--- src/rtl/sqrt_seq_unit.sv ---
// Sequential integer square root: one result bit per clock using the
// restoring digit-by-digit method; rst low loads the operand, release starts.
module sqrt_seq_unit #(
    parameter int VAL_W = 32
) (
    input  logic               clk,
    input  logic               rst,
    input  logic [VAL_W-1:0]   val,
    output logic [VAL_W/2-1:0] out,
    output logic               eop
);

    localparam int OUT_W = VAL_W / 2;
    localparam int CNT_W = $clog2(OUT_W + 1);

    typedef enum logic [1:0] {
        LOAD = 2'd0,
        CALC = 2'd1,
        DONE = 2'd2
    } state_t;

    state_t             state, state_n;
    logic [VAL_W-1:0]   op, op_n;
    logic [OUT_W+1:0]   rem, rem_n;
    logic [OUT_W-1:0]   root, root_n;
    logic [CNT_W-1:0]   cnt, cnt_n;
    logic [OUT_W-1:0]   out_n;
    logic               eop_n;

    logic [OUT_W+1:0]   rem_sh;
    logic [OUT_W+1:0]   trial;
    logic               fit;

    // The operand is shifted left each step so its top pair is always next.
    assign rem_sh = (rem << 2) | {{OUT_W{1'b0}}, op[VAL_W-1 -: 2]};
    assign trial  = {root, 2'b01};
    assign fit    = (rem_sh >= trial);

    always_ff @(posedge clk) begin
        if (!rst) begin
            state <= LOAD;
            op    <= val;
            rem   <= '0;
            root  <= '0;
            cnt   <= '0;
            out   <= '0;
            eop   <= 1'b0;
        end else begin
            state <= state_n;
            op    <= op_n;
            rem   <= rem_n;
            root  <= root_n;
            cnt   <= cnt_n;
            out   <= out_n;
            eop   <= eop_n;
        end
    end

    always_comb begin
        state_n = state;
        op_n    = op;
        rem_n   = rem;
        root_n  = root;
        cnt_n   = cnt;
        out_n   = out;
        eop_n   = eop;
        case (state)
            LOAD, CALC: begin
                op_n   = op << 2;
                rem_n  = fit ? (rem_sh - trial) : rem_sh;
                root_n = {root[OUT_W-2:0], fit};
                cnt_n  = cnt + CNT_W'(1);
                if (cnt == CNT_W'(OUT_W - 1)) begin
                    state_n = DONE;
                end else begin
                    state_n = CALC;
                end
            end
            DONE: begin
                out_n = root;
                eop_n = 1'b1;
            end
            // An illegal encoding waits here until the next load.
            default: begin
                state_n = state;
            end
        endcase
    end

endmodule

--- config.mk ---
export PLATFORM = sky130hd
export DESIGN_NAME = sqrt_seq_unit
export DESIGN_NICKNAME = d
export VERILOG_FILES = /design/src/rtl/sqrt_seq_unit.sv
export SDC_FILE = /design/constraint.sdc
export NUM_CORES = 1
export LEC_CHECK = 0
export BUFFER_PORTS_ARGS = -buffer_cell sky130_fd_sc_hd__buf_2
export CAP_MARGIN = 25
export CORE_MARGIN = 1
export CORE_UTILIZATION = 53
export DETAILED_ROUTE_END_ITERATION = 8
export GPL_TIMING_DRIVEN = 1
export PLACE_DENSITY = 0.73
export SETUP_SLACK_MARGIN = 0.1
export SLEW_MARGIN = 20
export SYNTH_ARGS = -nofsm -noshare
export SYNTH_HDL_FRONTEND = slang
export SYNTH_SLANG_ARGS = --single-unit
--- constraint.sdc ---
create_clock -name clk -period 2.02 [get_ports clk]
set_input_delay 0.101 -clock clk [delete_from_list [all_inputs] [get_ports clk]]
set_output_delay 0.101 -clock clk [all_outputs]
set_load 0.005 [all_outputs]
# --- After elaboration in Yosys (flattened, before gate mapping) ---
# Index checks and enable logic that the tools add are counted.
word_totals:
  out_inout_bits: 17
  wordCells: 21
  mem_bits_rw: 0
  ff_bits: 88
  input_bits: 34
  rom_bits: 0
  memories: 0
  latchBits: 0
classes:
  shifts: 0
  n_div: 0
  n_bitwise: 1
  order_cmp: 1
  n_eq_ne: 4
  muxes: 4
  mul: 0
  n_reduce_logical: 2
  add_sub_neg: 2
op_table:
  columns: ["operator", "count"]
  rows:
  - ["$mux 32", 2]
  - ["$ge 18x18->1", 1]
  - ["$or 18x2->18", 1]
  - ["$mux 16", 1]
  - ["$sub 16x16->16", 1]
  - ["$add 5x1->5 const B", 1]
  - ["$eq 5x4->1 const B", 1]
  - ["$eq 2x1->1 const B", 1]
  - ["$eq 2x2->1 const B", 1]
  - ["$logic_not 2->1", 1]
  - ["$mux 2", 1]
  - ["$ne 2x1->1 const B", 1]
  - ["$reduce_or 2->1", 1]

# --- Depth between registers and ports, before layout ---
depth:
  depth_word: 4
  mapped_depth: 10
  depth_no_buf: 8

# --- Worst setup path before layout ---
# OpenSTA, ideal clock, no wires.
synth_timing:
  path_kind: "reg2reg"
  start: "register op[30]"
  end: "register rem[2]"
  stages_incl_launch_ff: 10
  path_slack_ns: -0.092
  n_path_buf: 1
  required_time_ns: 1.889
  setup_time_ns: 0.131
  period_less_slack_ns: 2.112
  t_arrival_ns: 1.982
  path_cell_list: "edfxtp_1 > inv_1 > ha_1 > nand2b_1 > a211o_1 > a311o_1 > a21oi_2 > buf_6 > mux2i_1 > a21oi_1"
synth_via:
  elab_chain_len: 3
  elab_cells_between_ends: 4
  cone_classes: "1 x add/sub; 1 x order compare; 1 x mux; 1 x bitwise"
synth_rtl:
  columns: ["element", "line", "source"]
  rows:
  - ["start: declaration", "23", "logic [VAL_W-1:0] op, op_n;"]
  - ["start signal: assignment", "42", "op <= val;"]
  - ["start signal: assignment", "50", "op <= op_n;"]
  - ["$or 18x2->18 *", "35", "assign rem_sh = (rem << 2) | {{OUT_W{1'b0}}, op[VAL_W-1 -: 2]};"]
  - ["$sub 16x16->16 / $ge 18x18->1 (equally long branches)", "70, 37", null]
  - ["$mux 16 *", "70", "rem_n = fit ? (rem_sh - trial) : rem_sh;"]
  - ["end signal: assignment", "51", "rem <= rem_n;"]
  - ["end: declaration", "24", "logic [OUT_W+1:0] rem, rem_n;"]
# Mark *: on every way between the ends. The rest lies on a longest branch, timed or not.
# A chain may end at the register's enable or synchronous reset.

# --- Final worst setup path ---
layout_timing:
  start: "register op[30]"
  end: "register rem[13]"
# Same word-level chain as after synthesis.

==> results.sh <==
export IMPL_status="finished with violations"
export IMPL_violations="negative setup slack"
export IMPL_synth_edf_count=32
export IMPL_globalplace_congestion=0.899
export IMPL_antenna_found_initial=0
export IMPL_setup_slack_ns=-0.174
export IMPL_cts_hold_buf=0
export IMPL_synth_seq_cells=88
export IMPL_drc=0
export IMPL_clkSinkCount=88
export IMPL_grt_pass1_wl_um=16600
export IMPL_p_leak_nw=2.34
export IMPL_area_growth_syn_to_layout_pct=29.6
export IMPL_drtIter0Drc=181
export IMPL_grt_pass1_vias=3556
export IMPL_clock_power_share_pct=15.9
export IMPL_htreeDepth=3
export IMPL_fin_crit_ns=2.19
export IMPL_yosysSeqAreaShare_pct=46.6
export IMPL_drive_gt1_share_pct=40.2
export IMPL_tritoncts="yes"
export IMPL_setup_tns_ns=-1.99
export IMPL_clockRootBuffer="clkbuf_8"
export IMPL_dpl_hpwl_um=7420
export IMPL_p_switching_mw=2.59
export IMPL_syn_nets=496
export IMPL_internal_power_mw=4.60
export IMPL_required_ns=2.30
export IMPL_start_kind="register"
export IMPL_finalNetCount=619
export IMPL_cts_buffers=9
export IMPL_wirelength_um=10200
export IMPL_die_area_mm2=0.00879
export IMPL_cap_violations=0
export IMPL_avgSynthCellArea_um2=10.1
export IMPL_rsz0062_at_grt="true"
export IMPL_tightestPinTransition_ns=0.621
export IMPL_antenna_left=0
export IMPL_critical_path_arrival_ns=2.48
export IMPL_cts_buffer_depth=2
export IMPL_comb_power_share_pct=53.8
export IMPL_hold_viol=0
export IMPL_final_area_mm2=0.00579
export IMPL_dr_pass1_iters=5
export IMPL_fin_skew_ns=0.0123
export IMPL_syn_area_mm2=0.00446
export IMPL_syn_inst=442
export IMPL_diodes=0
export IMPL_wl_per_cell_um=15.1
export IMPL_die_w_um=93.8
export IMPL_ir_drop_mv=0.578
export IMPL_placed_cell_area_mm2=0.00540
export IMPL_max_slew_margin_rel_pct=58.6
export IMPL_synth_cell_type_count=53
export IMPL_synth_ff_type="dfxtp_1"
export IMPL_clk_pin_slew_ns=0.10
export IMPL_ys_async_sr_fraction_pct=0
export IMPL_r2r_setup_slack_ns=-0.17
export IMPL_end_kind="register"
export IMPL_start_util_pct=54.6
export IMPL_fin_crit_sh_pct=109
export IMPL_boundaryPins=51
export IMPL_slew_viol_final=0
export IMPL_power_frac_seq_pct=30.3
export IMPL_clkLatencyLatePin_ns=0.36
export IMPL_yosysWarnings=0
export IMPL_avgViaCountPerCell=5.40
export IMPL_fmax_mhz=456
export IMPL_num_rows=33
export IMPL_hold_path_class="primary input to register"
export IMPL_port_buffers=50
export IMPL_dr_total_vias=3647
export IMPL_swShare_pct=36.1
export IMPL_fp_dieH_um=93.8
export IMPL_critPathKind="register to register"
export IMPL_p_per_area_mw_per_mm2=1240
export IMPL_grt_overflow=0
export IMPL_critPathMaxFanout=4
export IMPL_core_area_mm2=0.00818
export IMPL_grt_usage_pct=24.4
export IMPL_setup_violations_final=17
export IMPL_grt_max_degree=35
==> through the flow <==
step           hold slack [ns]  util [%]  worst slack [ns]  total power [mW]  instances
2_1_floorplan            0.310         -           -0.0599              4.39        442
3_3_place_gp             0.403      66.0            -0.222              5.42        651
3_5_place_dp             0.403      66.0            -0.271              5.52        651
4_1_cts                 0.0217      69.9            -0.143              7.00        672
5_1_grt                 0.0216      70.8            -0.283              7.58        675
6_report                0.0335      70.8            -0.174              7.19        675
==> sequential cells by signal, summed over array words and instances (netlist names) <==
name / flops
out: 16
cnt: 5
rem: 16
root: 16
eop: 1
op: 32
state: 2
==> cell usage after synthesis, drive strengths merged, types with 9 or more instances <==
master,n,share of area (%)
a21boi,16,2.7
a21oi,25,2.9
buf,9,1.1
clkbuf,13,1.1
dfxtp,56,25
edfxtp,32,22
ha,20,5.6
inv,21,1.8
mux2,31,7.8
mux2i,24,5.4
nand2,53,4.5
nor2,14,1.2
nor2b,22,3.1
o21ai,19,2.1
xnor2,10,2.0
==> layer usage <==
layer	track usage [%]	vias to the layer above	share of wire, %
met4	9.23	0	1.2
met1	33.0	1747	47
met2	38.7	86	47
li1	-	1801	-
met5	0	-	0
met3	4.77	13	4.5
==> cell usage in the layout, fill, tap and decap left out, drive strengths merged, types with 3 or more instances in the layout <==
cell / synthesis / routed
edfxtp: 32 / 32
nor2: 14 / 14
nand2: 53 / 53
nor3: 6 / 6
a21oi: 25 / 25
inv: 21 / 23
clkbuf: 13 / 10
mux2i: 24 / 24
a21boi: 16 / 16
or2: 4 / 4
dfxtp: 56 / 56
mux2: 31 / 31
nand2b: 4 / 4
nand4: 3 / 3
and2: 6 / 6
ha: 20 / 20
o21a: 7 / 7
and3: 5 / 5
o211ai: 4 / 4
xnor2: 10 / 10
buf: 9 / 134
xor2: 3 / 3
o21ai: 19 / 19
nand3: 7 / 7
nor2b: 22 / 22
clkinv: 1 / 3
==> critical path: stages (launching register included) <==
cell and delay [ns]:
edfxtp_1 0.40, inv_1 0.07, ha_2 0.19, nand2b_4 0.14
a211o_1 0.27, a311o_1 0.31, a21oi_4 0.22, buf_4 0.18
nand4b_1 0.16, o211ai_1 0.19
==> logic make-up (layout without fill, tap and decap cells) <==
kind of cell    after synthesis  in the layout  share of synthesized area [%]
buf+inv                      44            172                           4.04
mux                          55             55                           13.2
xor+xnor                     13             13                           2.55
fa+ha+maj                    20             20                           5.61
flops                        88             88                           46.6
simple gates                132            132                           14.7
compound gates               90             90                           13.2
==> power groups by stage <==
stage | clock network [mW] | registers (mW) | logic [mW]
after floorplan | 0 | 2.18 | 2.21
after global placement | 0 | 2.19 | 3.23
after global routing | 1.22 | 2.20 | 4.16
final | 1.14 | 2.18 | 3.87
after CTS | 1.17 | 2.17 | 3.67
after detailed placement | 0 | 2.20 | 3.32
==> layout make-up <==
type | count | area, um^2
inverters | 22 | 82.6
clock buffers | 10 | 138
clock inverters | 6 | 50.0
flip-flops and latches | 88 | 2090
multi-input cells | 310 | 2410
fillers | 590 | 2390
well taps | 105 | 131
repair buffers | 134 | 890
==> timing repair <==
| action | in CTS | in global routing |
|---|---|---|
| gates cloned | 0 | 1 |
| gates resized for setup | 27 | 16 |
| pin swaps | 5 | 5 |
| setup endpoints to repair | 17 | 17 |
| buffers inserted | 5 | 2 |
==> worst paths after layout <==
path | start | end | cells after the start
min reg2reg | out[13] | out[13] | 2
max | op[30] | rem[13] | 9
min | val[7] | op[7] | 2
max reg2reg | op[30] | rem[13] | 9
No activity file was read; power rests on OpenSTA's default activity.
